`src/rtl/dvs_seq_pkg.sv`:
```
// Shared types and defaults for the DVS step sequencer: FSM state encoding,
// counter widths and the default code geometry.
package dvs_seq_pkg;

    typedef enum logic [2:0] {
        IDLE,
        STEP,
        WRITE,
        HOLD,
        SETTLE,
        DONE,
        FAULT
    } state_t;

    localparam int TMO_W         = 8;
    localparam int CNT_W         = 8;
    localparam int CODE_W_DEF    = 4;
    localparam int INIT_CODE_DEF = 0;

endpackage

```
`src/rtl/dvs_step_sequencer_if.sv`:
```
// Request channel into the sequencer: a target code offered with valid/ready.
interface dvs_step_sequencer_if #(
    parameter int CODE_W = dvs_seq_pkg::CODE_W_DEF
);
    logic              req_valid;
    logic [CODE_W-1:0] req_code;
    logic              req_ready;

    modport master (output req_valid, output req_code, input req_ready);
    modport slave  (input req_valid, input req_code, output req_ready);
endinterface

```
`src/rtl/dvs_flt_filter.sv`:
```
// Debounce of the buck monitor flags: o_flt_hit asserts once the combined
// ov/uv flag has been high for DEB_CYC consecutive cycles, and stays up while it holds.
module dvs_flt_filter #(
    parameter int DEB_CYC = 3
) (
    input  logic clk,
    input  logic rst_n,
    input  logic i_flt,
    output logic o_flt_hit
);
    localparam int DW = $clog2(DEB_CYC + 1);

    logic [DW-1:0] r_cnt;

    // NOTE: sequential state uses non-blocking assignments so every register samples pre-edge values.
    always_ff @(posedge clk or negedge rst_n) begin
        if (!rst_n) begin
            r_cnt <= '0;
        end else if (!i_flt) begin
            r_cnt <= '0;
        end else if (r_cnt != DW'(DEB_CYC)) begin
            r_cnt <= r_cnt + 1'b1;
        end
    end

    // The current high cycle counts, so the hit lands on the DEB_CYC-th one.
    assign o_flt_hit = i_flt && (r_cnt >= DW'(DEB_CYC - 1));
endmodule

```
`src/rtl/dvs_step_sequencer.sv`:
```
// Ramps the buck regulator's DVS code one LSB per write toward a requested target,
// waiting for settle confirmation between steps and parking on ov/uv or settle timeout.
module dvs_step_sequencer
    import dvs_seq_pkg::*;
#(
    parameter int CODE_W      = CODE_W_DEF,
    parameter int INIT_CODE   = INIT_CODE_DEF,
    parameter int WRB_CYC     = 2,
    parameter int BLANK_CYC   = 2,
    parameter int TIMEOUT_CYC = 255,
    parameter int DEB_CYC     = 3
) (
    input  logic                 clk,
    input  logic                 rst_n,
    dvs_step_sequencer_if.slave  req_if,
    input  logic                 i_clr_fault,
    input  logic                 i_dvs_done,
    input  logic                 i_ov_dig,
    input  logic                 i_uv_dig,
    output logic [CODE_W-1:0]    o_data,
    output logic                 o_wrb,
    output logic [CODE_W-1:0]    o_cur_code,
    output logic                 o_busy,
    output logic                 o_done_pulse,
    output logic                 o_fault,
    output logic                 o_err_tmo
);
    state_t            r_state, w_state_nxt;
    logic [CODE_W-1:0] r_target, r_data, r_cur_code, w_step_code;
    logic [CNT_W-1:0]  r_cnt;
    logic [TMO_W-1:0]  r_tmo;
    logic              r_err_tmo;
    logic              w_flt_hit, w_ready, w_accept, w_settle_ok, w_tmo_hit;

    dvs_flt_filter #(.DEB_CYC(DEB_CYC)) u_flt_filter (
        .clk       (clk),
        .rst_n     (rst_n),
        .i_flt     (i_ov_dig | i_uv_dig),
        .o_flt_hit (w_flt_hit)
    );

    assign w_ready          = (r_state == IDLE) && !w_flt_hit;
    assign req_if.req_ready = w_ready;
    assign w_accept         = req_if.req_valid && w_ready;
    assign w_settle_ok      = (r_state == SETTLE) && (r_cnt == CNT_W'(BLANK_CYC)) && i_dvs_done;
    // A settle confirmed on the last allowed cycle still counts; only a miss times out.
    assign w_tmo_hit        = (r_state == SETTLE) && (r_tmo == TMO_W'(TIMEOUT_CYC - 1)) && !w_settle_ok;
    assign w_step_code      = (r_target > r_cur_code) ? r_cur_code + 1'b1 : r_cur_code - 1'b1;

    always_ff @(posedge clk or negedge rst_n) begin
        if (!rst_n) r_state <= IDLE;
        else        r_state <= w_state_nxt;
    end

    always_comb begin
        w_state_nxt = r_state;
        case (r_state)
            IDLE:   if (w_flt_hit)      w_state_nxt = FAULT;
                    else if (w_accept)  w_state_nxt = (req_if.req_code == r_cur_code) ? DONE : STEP;
            STEP:   w_state_nxt = w_flt_hit ? FAULT : WRITE;
            WRITE:  if (r_cnt == CNT_W'(WRB_CYC - 1)) w_state_nxt = HOLD;
            HOLD:   w_state_nxt = SETTLE;
            SETTLE: if (w_flt_hit || w_tmo_hit) w_state_nxt = FAULT;
                    else if (w_settle_ok)       w_state_nxt = (r_data == r_target) ? DONE : STEP;
            DONE:   w_state_nxt = w_flt_hit ? FAULT : IDLE;
            FAULT:  if (i_clr_fault && !w_flt_hit) w_state_nxt = IDLE;
            default: w_state_nxt = IDLE;
        endcase
    end

    // NOTE: every output gets a default before the case so no path leaves a latch.
    always_comb begin
        o_wrb        = 1'b1;
        o_busy       = 1'b0;
        o_done_pulse = 1'b0;
        o_fault      = 1'b0;
        o_data       = r_data;
        case (r_state)
            WRITE: begin
                o_wrb  = 1'b0;
                o_busy = 1'b1;
            end
            STEP, HOLD, SETTLE: o_busy = 1'b1;
            DONE: begin
                o_busy       = 1'b1;
                o_done_pulse = 1'b1;
            end
            FAULT: begin
                o_fault = 1'b1;
                o_data  = r_cur_code;
            end
            default: ;
        endcase
    end

    assign o_cur_code = r_cur_code;
    assign o_err_tmo  = r_err_tmo;

    always_ff @(posedge clk or negedge rst_n) begin
        if (!rst_n) begin
            r_target   <= CODE_W'(INIT_CODE);
            r_data     <= CODE_W'(INIT_CODE);
            r_cur_code <= CODE_W'(INIT_CODE);
            r_cnt      <= '0;
            r_tmo      <= '0;
            r_err_tmo  <= 1'b0;
        end else begin
            if (w_accept) r_target <= req_if.req_code;

            if (w_state_nxt != r_state) begin
                r_cnt <= '0;
            end else if (r_state == WRITE || (r_state == SETTLE && r_cnt != CNT_W'(BLANK_CYC))) begin
                r_cnt <= r_cnt + 1'b1;
            end

            r_tmo <= (r_state == SETTLE) ? r_tmo + 1'b1 : '0;

            // While parked, realign the write port with the last settled code.
            if (r_state == STEP)       r_data <= w_step_code;
            else if (r_state == FAULT) r_data <= r_cur_code;

            if (w_settle_ok && !w_flt_hit) r_cur_code <= r_data;

            if (w_tmo_hit)                                    r_err_tmo <= 1'b1;
            else if (r_state == FAULT && w_state_nxt == IDLE) r_err_tmo <= 1'b0;
        end
    end
endmodule
```
`src/flat_wrapper.sv`:
```
// flat-port wrapper written by rule: the top's interface ports become plain ports
module dvs_step_sequencer_flat import dvs_seq_pkg::*;
#(
    parameter int CODE_W      = CODE_W_DEF,
    parameter int INIT_CODE   = INIT_CODE_DEF,
    parameter int WRB_CYC     = 2,
    parameter int BLANK_CYC   = 2,
    parameter int TIMEOUT_CYC = 255,
    parameter int DEB_CYC     = 3
)
  (clk, rst_n, i_clr_fault, i_dvs_done, i_ov_dig, i_uv_dig, o_data, o_wrb, o_cur_code, o_busy, o_done_pulse, o_fault, o_err_tmo, req_if_req_valid, req_if_req_code, req_if_req_ready);
  dvs_step_sequencer_if #(.CODE_W(CODE_W)) req_if_i ();
  input  logic clk;
  input  logic rst_n;
  input  logic i_clr_fault;
  input  logic i_dvs_done;
  input  logic i_ov_dig;
  input  logic i_uv_dig;
  output logic [CODE_W-1:0] o_data;
  output logic o_wrb;
  output logic [CODE_W-1:0] o_cur_code;
  output logic o_busy;
  output logic o_done_pulse;
  output logic o_fault;
  output logic o_err_tmo;
  input wire logic [$bits(req_if_i.req_valid)-1:0] req_if_req_valid;
  input wire logic [$bits(req_if_i.req_code)-1:0] req_if_req_code;
  output wire logic [$bits(req_if_i.req_ready)-1:0] req_if_req_ready;
  assign req_if_i.req_valid = req_if_req_valid;
  assign req_if_i.req_code = req_if_req_code;
  assign req_if_req_ready = req_if_i.req_ready;
  dvs_step_sequencer #(.CODE_W(CODE_W), .INIT_CODE(INIT_CODE), .WRB_CYC(WRB_CYC), .BLANK_CYC(BLANK_CYC), .TIMEOUT_CYC(TIMEOUT_CYC), .DEB_CYC(DEB_CYC)) u_core (.clk(clk), .rst_n(rst_n), .req_if(req_if_i), .i_clr_fault(i_clr_fault), .i_dvs_done(i_dvs_done), .i_ov_dig(i_ov_dig), .i_uv_dig(i_uv_dig), .o_data(o_data), .o_wrb(o_wrb), .o_cur_code(o_cur_code), .o_busy(o_busy), .o_done_pulse(o_done_pulse), .o_fault(o_fault), .o_err_tmo(o_err_tmo));
endmodule
```
`config.mk`:
```
export PLATFORM = sky130hd
export DESIGN_NAME = dvs_step_sequencer_flat
export DESIGN_NICKNAME = d
export VERILOG_FILES = /design/src/rtl/dvs_seq_pkg.sv /design/src/rtl/dvs_step_sequencer_if.sv /design/src/rtl/dvs_flt_filter.sv /design/src/rtl/dvs_step_sequencer.sv /design/src/flat_wrapper.sv
export SDC_FILE = /design/constraint.sdc
export NUM_CORES = 1
export LEC_CHECK = 0
export CAP_MARGIN = 5
export CORE_AREA = 2 2 71 73
export DETAILED_ROUTE_END_ITERATION = 12
export DIE_AREA = 0 0 73 75
export GPL_ROUTABILITY_DRIVEN = 0
export PLACE_DENSITY = 0.66
export SLEW_MARGIN = 20
export SYNTH_ARGS = -nofsm -noshare
export SYNTH_HDL_FRONTEND = slang
export SYNTH_SLANG_ARGS = --single-unit
```
`constraint.sdc`:
```
create_clock -name clk -period 6.5 [get_ports clk]
set_input_delay 1.3 -clock clk [delete_from_list [all_inputs] [get_ports clk]]
set_output_delay 1.3 -clock clk [all_outputs]
set_load 0.02 [all_outputs]
```
==> results.rst <==
.. list-table::
   :header-rows: 1

   * - Metric
     - Value
   * - Fin Clk Skew
     - 0.007695 ns
   * - Core footprint
     - 4661 um^2
   * - Multi-input gate area
     - 1154 um^2
   * - Switching share of total power
     - 43.01%
   * - Number of synthesized flops with an enable pin
     - 0
   * - Required time at the worst-slack endpoint
     - 5.20 ns
   * - Sinks on Clock Net
     - 34
   * - Count of port buffers added during placement
     - 24
   * - Number of cells traversed by the worst register-to-register path
     - 11
   * - Synthesized netlist net count
     - 236
   * - Share of final-layout standard cells stronger than drive strength 1
     - 9.362%
   * - Initial antenna violation count
     - 0
   * - Count of different cell masters after synthesis
     - 42
   * - First-pass GRT wire length
     - 7162 um
   * - Power share of the clock group
     - 14.5%
   * - Maximum resistive drop on vdd
     - 155.1 uV
   * - Mean cell area of the mapped netlist
     - 9.861 um^2
   * - Level count of the clock H-tree
     - 2
   * - Uppermost signal routing layer after detailed routing
     - met4
   * - Post-synth ARST share
     - 100.0%
   * - Cell area after layout
     - 2444 um^2
   * - Path category of the worst min-delay check
     - reg2reg
   * - Combinational share of power
     - 51.2%
   * - Metal2 WL
     - 1985 um
   * - Max-slew violation count
     - 0
   * - Vias after detailed routing
     - 1603
   * - Number of iterations in the first detailed-routing pass
     - 5
   * - Most used DFF post-synth
     - sky130_fd_sc_hd__dfrtp_1
   * - Setup slack at placement
     - 2.212 ns
   * - DRC errors left
     - 0
   * - Highest fanout seen on the critical path
     - 9
   * - CTS root buf
     - sky130_fd_sc_hd__clkbuf_8
   * - Effective utilization at floorplan
     - 44.64%
   * - Number of core rows
     - 25
   * - Sequential cell area fraction in the yosys report
     - 40.89%
   * - TritonCTS clock tree
     - done
   * - Minimum clock period after layout
     - 4.281 ns
   * - Horiz. Die Dim
     - 73 um
   * - Final worst-path setup slack
     - 2.219 ns
   * - Synthesis-stage register bit count
     - 34
   * - Slew at the pin with the worst max-slew slack
     - 0.5217 ns
   * - Area growth from synthesis to layout
     - 17.44%
   * - Total gr overflow
     - 0
   * - Antenna Diode Count
     - 0
   * - Max Clock Freq
     - 233.6 MHz
   * - Endpoint kind of the worst setup timing path
     - primary output
   * - Drt via density
     - 5.547
   * - Portion of total power attributed to sequential cells
     - 34.4%
   * - Post-CTS setup buffer count
     - 0
   * - Total Nets Final
     - 261
   * - Number of global-route vias before repair
     - 1536
   * - Static power due to leakage
     - 1.069 nW
   * - Hold Violations, Final
     - 0
   * - Worst Hold Path Cells
     - 2
   * - Final Routed Wirelength
     - 4122 um
   * - Clock tree buffer depth
     - 2
   * - Portion of synthesized cell area occupied by the leading cell type
     - 40.89%
   * - Relative max-transition margin
     - 65.01%
   * - Tcrit/Tclk final
     - 65.86%
   * - Setup violations, final
     - 0
   * - Number of max-cap violations
     - 0
   * - Clock latency on the worst-skew pair
     - 0.29 ns
   * - Total of cells resized after clock tree synthesis
     - 0
   * - Count of synthesis-stage warnings from yosys
     - 0
   * - Storage cell area
     - 850.8 um^2
   * - Worst Path Class, Setup
     - in2out
   * - Post-synthesis cell count
     - 211
   * - Met3 wire length
     - 115 um
   * - Dpl cell area
     - 2361 um^2
   * - Violation count after the first detailed-routing iteration
     - 110
   * - Cell Pwr Density
     - 437.3 nW/um^2
   * - Fill count
     - 443
   * - Routed length per placed instance
     - 14.26 um
   * - Top cells by area in the synthesized netlist
     - sky130_fd_sc_hd__dfrtp_1 (41%), sky130_fd_sc_hd__ha_1 (7.8%), sky130_fd_sc_hd__xnor2_1 (6.3%)
   * - Boundary pin count
     - 25
   * - Floorplan die area
     - 5475 um^2
   * - Outcome
     - finished, final reports clean
   * - Half-perimeter wire length after placement
     - 2994 um
   * - Post-route met1 wirelength
     - 1979 um
   * - Largest net degree at the start of global routing
     - 35
   * - CTS Buf Count
     - 5
   * - Arrival time of data at the critical path endpoint
     - 2.98 ns
   * - Global Route Usage Sum
     - 17.35%
   * - Dominant cell type by area after synthesis
     - sky130_fd_sc_hd__dfrtp_1
   * - TNS Setup
     - 0 ns
   * - Net Switching
     - 0.4596 mW
   * - RSZ-0062 raised after global routing
     - no
   * - Die Height
     - 75 um
   * - Routed Antenna Nets
     - 0
   * - Number of hold buffers added after cts
     - 0
   * - Cell internal pwr
     - 0.6090 mW
   * - Startpoint types
     - input pin
   * - Post-CTS clock slew at the launch and capture registers of the worst setup and hold paths
     - 0.06 ns
   * - Area of the mapped netlist
     - 2081 um^2
[layer usage]
metal | global-route usage, % | vias up
met3 | 4.819 | 4
li1 | - | 792
met5 | 0 | -
met1 | 22.87 | 780
met4 | 6.790 | 0
met2 | 27.23 | 27
[path summary, 6_finish.rpt]
| kind | start | to | slack [ns] |
|---|---|---|---|
| worst max-delay path | i_uv_dig | req_if_req_ready | 2.22 |
| worst min-delay path | u_core.o_err_tmo | u_core.o_err_tmo | 0.53 |
| worst min register to register | u_core.o_err_tmo | u_core.o_err_tmo | 0.53 |
| worst max register to register | u_core.o_cur_code[1] | u_core.r_data[3] | 3.55 |
| max in group asynchronous | rst_n | u_core.r_cnt[2] | 4.75 |
| min in group asynchronous | rst_n | u_core.u_flt_filter.r_cnt[0] | 1.43 |
[Yosys cell counts (all sizes together), types with 2 or more instances]
library cell  count
dfrtp            34
nor2             24
nand2            15
xnor2            15
ha               13
inv              11
o21ai            11
mux2             10
nand4             9
xor2              9
nand3             6
nor3              6
a21oi             5
clkbuf            5
a211oi            4
a21o              3
and3              3
or3               3
and4              2
buf               2
o22a              2
o22ai             2
or2               2
[per-stage QoR]
stage,util (%),total power [mW],cells,hold WS (ns)
after floorplan,-,0.7496,211,0.4940
after global placement,50.66,0.9133,283,0.5035
after detailed placement,50.66,0.9197,283,0.5173
after CTS,52.43,1.077,289,0.5318
after global routing,52.43,1.171,289,0.5757
final,52.43,1.069,289,0.5315
[cells in the final DEF, fill, tap and decap left out, drive strengths merged, types with 2 or more instances in the layout]
cell	count
nand3	6
xor2	9
o22ai	2
o21ai	11
a21oi	5
dfrtp	34
and3	3
or2	2
xnor2	15
and4	2
a21o	3
nor2	24
inv	11
clkbuf	6
nor3	6
clkdlybuf4s50	24
nand2	15
mux2	10
ha	13
or3	3
a211oi	4
o22a	2
nand4	9
[power by group through the flow]
stage                     Sequential (mW)  Combinational (mW)  Clock (mW)
after floorplan                     0.336               0.413           0
after global placement              0.370               0.544           0
after detailed placement            0.370               0.550           0
after CTS                           0.365               0.553       0.158
after global routing                0.380               0.622       0.170
final                               0.367               0.547       0.155
[area by class of cell]
type	count	share of cell area, %
Multi-Input combinational cell	159	47.21
Sequential cell	34	34.82
Timing Repair Buffer	25	10.14
Clock buffer	6	3.379
Tap cell	54	2.765
Inverter	11	1.690
[critical path, stage by stage]
cell	delay, ns
sky130_fd_sc_hd__clkdlybuf4s50_1	0.46
sky130_fd_sc_hd__o22ai_2	0.38
sky130_fd_sc_hd__and3_1	0.24
sky130_fd_sc_hd__clkdlybuf4s50_1	0.61
[state kept, by name, indices dropped and copies added, names as in the netlist]
signal	cells
u_core.r_tmo	8
u_core.o_err_tmo	1
u_core.u_flt_filter.r_cnt	2
u_core.r_state	3
u_core.r_data	4
u_core.r_target	4
u_core.r_cnt	8
u_core.o_cur_code	4
[cells by family (layout without fill, tap and decap cells)]
group	Yosys count	in the layout	synth area share (%)
AOI/OAI and AO/OA	34	34	10.94
xor gates and xnor gates	24	24	10.10
adders and majority gates	14	14	8.780
buffers and inverters	18	42	3.668
DFF	34	34	40.89
muxes	10	10	6.133
and+or+nand+nor	77	77	19.48
No activity file was read; power rests on OpenSTA's default activity.
